## src/rtl/ulam_pkg.sv

```systemverilog
// Shared types, default sizes and the Ulam step function for the ulam datapath.
package ulam_pkg;

  localparam int ULAM_WIDTH    = 16;
  localparam int ULAM_STEP_W   = 10;
  localparam int ULAM_WD_LIMIT = 1000;
  localparam int MAX_W         = 32;

  typedef enum logic [1:0] {
    IDLE,
    ITER,
    DONE,
    ALERT
  } state_t;

  typedef struct packed {
    logic             ovf;
    logic [MAX_W-1:0] nxt;
  } step_t;

  // 3n+1 is formed two bits wider than MAX_W so it cannot wrap;
  // ovf flags any result that does not fit in w bits.
  function automatic step_t ulam_next(
    input logic [MAX_W-1:0] n,
    input int unsigned      w
  );
    logic [MAX_W+1:0] t;
    step_t r;
    if (n[0])
      t = ({2'b00, n} << 1) + {2'b00, n} + (MAX_W+2)'(1);
    else
      t = {3'b000, n[MAX_W-1:1]};
    r.nxt = t[MAX_W-1:0];
    r.ovf = (t >> w) != '0;
    return r;
  endfunction

endpackage

```

## src/rtl/ulam_step.sv

```systemverilog
// Combinational Ulam step: next value, overflow and reached-one flags.
module ulam_step
  import ulam_pkg::*;
#(
  parameter int WIDTH = ULAM_WIDTH
) (
  input  logic [WIDTH-1:0] n,
  output logic [WIDTH-1:0] next,
  output logic             ovf,
  output logic             is_one
);

  step_t s;

  assign s      = ulam_next(MAX_W'(n), WIDTH);
  assign next   = s.nxt[WIDTH-1:0];
  assign ovf    = s.ovf;
  assign is_one = (next == WIDTH'(1));

  if (WIDTH < MAX_W) begin : g_hi
    logic unused_hi;
    assign unused_hi = ^s.nxt[MAX_W-1:WIDTH];
  end

endmodule

```

## src/rtl/ulam_core.sv

```systemverilog
// Ulam sequence datapath: FSM, value/step registers and watchdog.
// Optional peak tracking output when ULAM_PEAK_EN is defined.
module ulam_core
  import ulam_pkg::*;
#(
  parameter int WIDTH          = ULAM_WIDTH,
  parameter int STEP_W         = ULAM_STEP_W,
  parameter int WATCHDOG_LIMIT = ULAM_WD_LIMIT
) (
  input  logic              clock,
  input  logic              reset,
  input  logic              clear,
  input  logic              enable,
  input  logic              go,
  input  logic              run,
  input  logic [WIDTH-1:0]  seed,
  output logic [WIDTH-1:0]  value,
  output logic [STEP_W-1:0] steps,
  output logic              done,
  output logic              alert,
  output logic              busy
`ifdef ULAM_PEAK_EN
  ,
  output logic [WIDTH-1:0]  peak
`endif
);

  state_t            state, state_d;
  logic [WIDTH-1:0]  value_d;
  logic [STEP_W-1:0] steps_d, steps_inc;
  logic              done_d, alert_d;
  logic [WIDTH-1:0]  next;
  logic              ovf, is_one;

  ulam_step #(.WIDTH(WIDTH)) u_step (
    .n      (value),
    .next   (next),
    .ovf    (ovf),
    .is_one (is_one)
  );

  assign steps_inc = steps + STEP_W'(1);
  assign busy      = (state == ITER);

`ifdef ULAM_PEAK_EN
  logic [WIDTH-1:0] peak_d;
`endif

  always_comb begin
    state_d = state;
    value_d = value;
    steps_d = steps;
    done_d  = done;
    alert_d = alert;
`ifdef ULAM_PEAK_EN
    peak_d  = peak;
`endif
    if (clear) begin
      state_d = IDLE;
      value_d = '0;
      steps_d = '0;
      done_d  = 1'b0;
      alert_d = 1'b0;
`ifdef ULAM_PEAK_EN
      peak_d  = '0;
`endif
    end else begin
      unique case (state)
        IDLE: begin
          if (go && enable) begin
            value_d = seed;
            steps_d = '0;
`ifdef ULAM_PEAK_EN
            peak_d  = seed;
`endif
            unique case (1'b1)
              (seed == '0): begin
                alert_d = 1'b1;
                state_d = ALERT;
              end
              (seed == WIDTH'(1)): begin
                done_d  = 1'b1;
                state_d = DONE;
              end
              default: state_d = ITER;
            endcase
          end
        end
        ITER: begin
          if (run) begin
            if (ovf) begin
              alert_d = 1'b1;
              state_d = ALERT;
            end else begin
              value_d = next;
              steps_d = steps_inc;
`ifdef ULAM_PEAK_EN
              if (next > peak) peak_d = next;
`endif
              // Reaching one on the limit step wins over the watchdog.
              unique case (1'b1)
                is_one: begin
                  done_d  = 1'b1;
                  state_d = DONE;
                end
                (steps_inc == STEP_W'(WATCHDOG_LIMIT)): begin
                  alert_d = 1'b1;
                  state_d = ALERT;
                end
                default: ;
              endcase
            end
          end
        end
        DONE:  ;
        ALERT: ;
      endcase
    end
  end

  always_ff @(posedge clock) begin
    if (reset) begin
      state <= IDLE;
      value <= '0;
      steps <= '0;
      done  <= 1'b0;
      alert <= 1'b0;
`ifdef ULAM_PEAK_EN
      peak  <= '0;
`endif
    end else begin
      state <= state_d;
      value <= value_d;
      steps <= steps_d;
      done  <= done_d;
      alert <= alert_d;
`ifdef ULAM_PEAK_EN
      peak  <= peak_d;
`endif
    end
  end

endmodule

```

## config.mk

```make
export PLATFORM = sky130hd
export DESIGN_NAME = ulam_core
export DESIGN_NICKNAME = d
export VERILOG_FILES = /design/src/rtl/ulam_pkg.sv /design/src/rtl/ulam_step.sv /design/src/rtl/ulam_core.sv
export SDC_FILE = /design/constraint.sdc
export NUM_CORES = 1
export LEC_CHECK = 0
export ABC_AREA = 1
export CORE_ASPECT_RATIO = 0.75
export CORE_MARGIN = 1
export CORE_UTILIZATION = 50
export DETAILED_ROUTE_END_ITERATION = 6
export PLACE_DENSITY = 0.77
export SLEW_MARGIN = 5
export SYNTH_ARGS = -nofsm -noshare
export SYNTH_HDL_FRONTEND = slang
export SYNTH_SLANG_ARGS = --single-unit
```

## constraint.sdc

```tcl
create_clock -name clock -period 8.8 [get_ports clock]
set_clock_uncertainty 0.2 [all_clocks]
set_input_delay 2.64 -clock clock [delete_from_list [all_inputs] [get_ports clock]]
set_output_delay 2.64 -clock clock [all_outputs]
set_load 0.02 [all_outputs]
```

==> flow_metrics.tcl, run 1 <==
set metrics [dict create \
    outcome "completed" \
    drc 0 \
    syn_area_um2 3208 \
    path_buf_inv 1 \
    reg2reg_from "value[0]$_SDFFE_PP0P_" \
    drive_above_1_share_pct 5.574 \
    avgSynthCellArea_um2 5.688 \
    cts_buffers 5 \
    hpwl_um 6786 \
    cp_top_family "flip-flops" \
    die_w_um 94.49 \
    fp.dieH_um 71.37 \
    slew_violations 0 \
    clk_latency_ns 0.28 \
    rsz0062_at_grt "false" \
    synth_cells 564 \
    start_util_pct 53.42 \
    htree_levels 2 \
    vias 3619 \
    overflow 0 \
    hold_buffers 0 \
    ys_ff_latch 30 \
    startpoint "value[0]$_SDFFE_PP0P_" \
    post-route-util_pct 63.71 \
    ant_nets 0 \
    grt_antenna_before_repair 0 \
    via_per_inst 5.260 \
    grt_pass1_wl_um 14600 \
    async_flop_share_pct 0 \
    grt_max_degree 35 \
    first_pass_iters 5 \
    synth_nets 606 \
    max-vdd-ir-drop_uv 56.85 \
    crit_arrival_ns 1.82 \
    clock-sinks 30 \
    cts.reportedPaths.clkPinSlew_ns 0.06 \
    rrSetupSlack_ns 4.63 \
    grt_pass1_vias 3244 \
    worstSetupPathType "flop to output port" \
    portBuffers 50 \
    fmax_mhz 214.8 \
    cp-start-kind "flop" \
    synthFlopType "dfxtp_1" \
    routedWlPerCell_um 12.76 \
    io_pins 51 \
    hold_violations 0 \
    area_growth_syn_to_layout_pct 19.27 \
    coreArea_um2 6006 \
    path_cells "clkdlybuf4s50_1" \
    end_kind "output port" \
    routabilityCongestion 0.8872 \
    cts_root_buf "clkbuf_8" \
    gr-usage-all-layers_pct 26.97 \
    nets 651 \
    worst-path-max-fanout 23 \
    synth_edf_count 0 \
    slowest_delay_ns 0.80 \
    wl_um 8778 \
    tightest_slew_ns 0.8700 \
    hold_start "alert$_SDFFE_PP0P_" \
    clk_path_buf_depth 2 \
    min_period_ns 4.655 \
    ctsResizeCount 0 \
    critPathRequiredTime_ns 5.96 \
    synth-seq-area-share_pct 18.72 \
    drt_iter0_drc 249 \
    postCtsSetupBuffers 0 \
    relSlewSlack_pct 41.94 \
    p_leak_nw 1.755 \
    powerDensity_nw_per_um2 93.81 \
    finalSetupViolCount 0 \
    period_share_pct 52.90 \
    cts_tree "yes" \
    die_area_um2 6744 \
    final_common_cell "nand2_1" \
    diodes 0 \
    synth_cell_type_count 39 \
    final_cell_mix "nand2_1 (177), nor2_1 (79), inv_1 (66)" \
    fin_tns_setup_ns 0 \
    crit_slowest_cell "dfxtp_1" \
    holdCritPathClass "flop to flop" \
    yosys_warnings 0 \
    fp-row-count 24 \
    drv_cap 0 \
]
power breakdown:
group | switching (mW) | leakage [nW] | internal, mW | total [mW]
registers | 0.00780 | 0.244 | 0.141 | 0.148
logic | 0.0575 | 1.46 | 0.0383 | 0.0958
clock network | 0.0517 | 0.0482 | 0.0630 | 0.115
cell usage after synthesis (7+ instances only):
master   count  share of area [%]
a21oi_1     30                4.7
dfxtp_1     30                 19
ha_1        19                7.4
inv_1       66                7.7
nand2_1    177                 21
nand3_1     39                6.1
nand4_1     13                2.5
nor2_1      79                9.2
o21ai_0     29                4.5
o21ai_1      7                1.1
xor2_1       8                2.2
sequential cells by signal, summed over array words and instances (netlist names):
register / count
alert: 1
done: 1
state: 2
steps: 10
value: 16
metal layers:
layer  vias up  share of wire (%)  track usage [%]  wire (µm)
met3         0                6.6            3.609        580
li1       1894                  -                -          -
met4         0                  0            2.862          0
met2       120                 41            42.11       3617
met5         -                  0                0          0
met1      1605                 52            40.65       4580
final cells by class:
class,count,area (µm²)
clock buffers,7,86.33
clock inverters,1,5.005
flip-flops and latches,30,600.6
multi-input cells,449,2255
well taps,78,97.59
fillers,580,2180
inverters,71,266.5
repair buffers,52,515.5
path summary, 6_finish.rpt:
kind	cells after the start	end
setup reg to reg	17	value[8]$_SDFFE_PP0P_
setup / recovery	1	value[0]
hold / removal	2	alert$_SDFFE_PP0P_
hold reg to reg	2	alert$_SDFFE_PP0P_
per-stage QoR:
stage | instances | setup slack [ns] | cell area, µm² | hold slack (ns) | power (mW)
final | 688 | 4.145 | 3826 | 0.2673 | 0.3590
after global routing | 688 | 4.058 | 3826 | 0.3053 | 0.3785
after CTS | 688 | 4.145 | 3826 | 0.2694 | 0.3601
after detailed placement | 680 | 4.253 | 3735 | 0.2548 | 0.2456
after global placement | 680 | 4.350 | 3735 | 0.2490 | 0.2437
after floorplan | 564 | 4.917 | 3208 | 0.2708 | 0.2144
logic make-up after synthesis:
| logic type | synth area share (%) |
|---|---|
| AOI/OAI and AO/OA | 12.44 |
| xor gates and xnor gates | 2.457 |
| adders and majority gates | 8.034 |
| buffers and inverters | 11.00 |
| DFF | 18.72 |
| and+or+nand+nor | 47.35 |
Power figures use the tool's default switching activity.
==> run 2, diff against run 1 <==
- clock period: 8.8 -> 4.5 ns (I/O delays scaled with it)
==> run 2 against run 1 <==
Via count grew 1.7%. Die area unchanged. Count of clock-buffer cells in the layout unchanged. Clock power rose by 99%. Sequential power grew 95%. Register-to-register slack lost 3.7 ns. Critical path depth is 19 higher. Combinational power increased by 97%. Design area rose by 0.39%. Utilization grew 0.25 points. Cell count is 0.29% higher. Non-clock buffer count grew 2. Critical endpoint is now value[0]$_SDFFE_PP0P_. Highest routed layer is now met4.
==> flow_metrics.tcl, run 2 (synthesis results as in run 1) <==
set metrics [dict create \
    drive_above_1_share_pct 5.882 \
    hpwl_um 6995 \
    nets 653 \
    r2r-end "value[0]$_SDFFE_PP0P_" \
    min_period_ns 3.589 \
    dpl.cell_count 682 \
    drc 0 \
    grt_max_degree 35 \
    slew_violations 0 \
    grt_pass1_vias 3183 \
    end_kind "flop" \
    crit_slowest_cell "dfxtp_1" \
    rsz0062_at_grt "false" \
    hold_violations 0 \
    max-vdd-ir-drop_uv 105.2 \
    clk_latency_ns 0.29 \
    via_per_inst 5.332 \
    reg2reg_depth 20 \
    period_share_pct 79.75 \
    die_area_um2 6744 \
    final_common_cell "nand2_1" \
    reg2reg_from "value[1]$_SDFFE_PP0P_" \
    htree_levels 2 \
    gr-usage-all-layers_pct 27.42 \
    die_w_um 94.49 \
    routabilityCongestion 0.8696 \
    grt_antenna_before_repair 0 \
    tightest_slew_ns 0.8264 \
    cts_root_buf "clkbuf_8" \
    drt_iter0_drc 227 \
    worstSetupPathType "flop to flop" \
    worst-path-max-fanout 34 \
    crit_arrival_ns 3.60 \
    postCtsSetupBuffers 0 \
    fin_tns_setup_ns 0 \
    vias 3679 \
    ant_nets 0 \
    biggestRegsByFlops "value (16), steps (10), state (2)" \
    relSlewSlack_pct 44.84 \
    fp-row-count 24 \
    start_util_pct 53.42 \
    wl_um 8899 \
    powerDensity_nw_per_um2 184.0 \
    hold_start "done$_SDFFE_PP0P_" \
    ctsResizeCount 0 \
    routedWlPerCell_um 12.90 \
    rrSetupSlack_ns 0.91 \
    diodes 0 \
    cpMostUsedCell "nand2_1" \
    cts_tree "yes" \
    grt_pass1_wl_um 14700 \
    final_cell_mix "nand2_1 (177), nor2_1 (79), inv_1 (66)" \
    portBuffers 50 \
    min_path_cells 2 \
    critPathRequiredTime_ns 4.51 \
    total_power_uw 706.6 \
    finalNonFillerCells 690 \
    min_to "done$_SDFFE_PP0P_" \
    io_pins 51 \
    clock-sinks 30 \
    fillers 624 \
    cts_buffers 5 \
    cts.reportedPaths.clkPinSlew_ns 0.07 \
    top_register "value" \
    outcome "completed" \
    coreArea_um2 6006 \
    fp.dieH_um 71.37 \
    hold_buffers 0 \
    drv_cap 0 \
    fmax_mhz 278.6 \
    slowest_delay_ns 0.48 \
    cp-start-kind "flop" \
    clk_path_buf_depth 2 \
    path_cells "ha_1, fa_1, nand2_2, a21oi_1, nand3_1, nand3_1, nand2_1, nand2_1, nand2_1, nand2_1, nand2_1, nor2_2, nand3_1, nand2_1, nand2_1, nand3_2, nand2_4, inv_2, nand2_1, a21oi_1" \
    area_growth_syn_to_layout_pct 19.73 \
    overflow 0 \
    largest_reg_flops 16 \
    holdCritPathClass "flop to flop" \
    first_pass_iters 5 \
    p_leak_nw 1.764 \
    finalSetupViolCount 0 \
]
## run 2: cell count changes in the layout (fill, tap and decap cells not counted), sizes merged
cell	delta
buf	+2
## run 2: how the worst max path moves through the flow
| stage | to | from | slack, ns |
|---|---|---|---|
| 6_report | value[0]$_SDFFE_PP0P_ | value[1]$_SDFFE_PP0P_ | 0.91 |
| 5_1_grt | value[12]$_SDFFE_PP0P_ | value[1]$_SDFFE_PP0P_ | 0.56 |
| 4_1_cts | value[5]$_SDFFE_PP0P_ | value[1]$_SDFFE_PP0P_ | 0.96 |
| 3_5_place_dp | value[5]$_SDFFE_PP0P_ | value[1]$_SDFFE_PP0P_ | 0.99 |
| 3_3_place_gp | steps[7]$_SDFFE_PP0P_ | value[1]$_SDFFE_PP0P_ | 1.09 |
| 2_1_floorplan | steps[0]$_SDFFE_PP0P_ | value[0]$_SDFFE_PP0P_ | 1.37 |
## run 2: power by group
part           leakage (nW)  internal [mW]  switching [mW]
logic                  1.47         0.0756           0.113
registers             0.244          0.275          0.0142
clock network        0.0482          0.123           0.105
## run 2: area by class of cell
type | instances | area [µm²] | share of cell area (%)
multi-input cells | 449 | 2255 | 58.70
flip-flops and latches | 30 | 600.6 | 15.64
repair buffers | 54 | 530.5 | 13.81
inverters | 71 | 266.5 | 6.938
well taps | 78 | 97.59 | 2.541
clock buffers | 7 | 86.33 | 2.248
clock inverters | 1 | 5.005 | 0.1303
## run 2: critical path: cells and delay by family, from the launching register on
| kind | cells | cell delay [ns] |
|---|---|---|
| buffers and inverters | 1 | 0.38 |
| flip-flops | 1 | 0.48 |
| AND/OR/NAND/NOR | 15 | 1.45 |
| adder cells (fa/ha/maj) | 2 | 0.56 |
| AO/OA/AOI/OAI | 2 | 0.44 |
## run 2: layer usage
layer,track usage [%],wire (µm),share of wire [%],up-vias
met4,4.040,38,0.43,0
met3,5.202,800,9.0,9
met5,0,0,0,-
met2,40.90,3668,41,154
met1,41.49,4392,49,1616
li1,-,-,-,1900
## run 2: per-stage QoR
step	area, µm²	hold WS, ns	setup slack [ns]	utilization [%]
6_report	3841	0.2551	0.9111	63.96
5_1_grt	3841	0.2836	0.5580	63.96
3_3_place_gp	3750	0.2431	1.088	62.44
2_1_floorplan	3208	0.2708	1.368	-
3_5_place_dp	3750	0.2468	0.9863	62.44
4_1_cts	3841	0.2633	0.9595	63.96
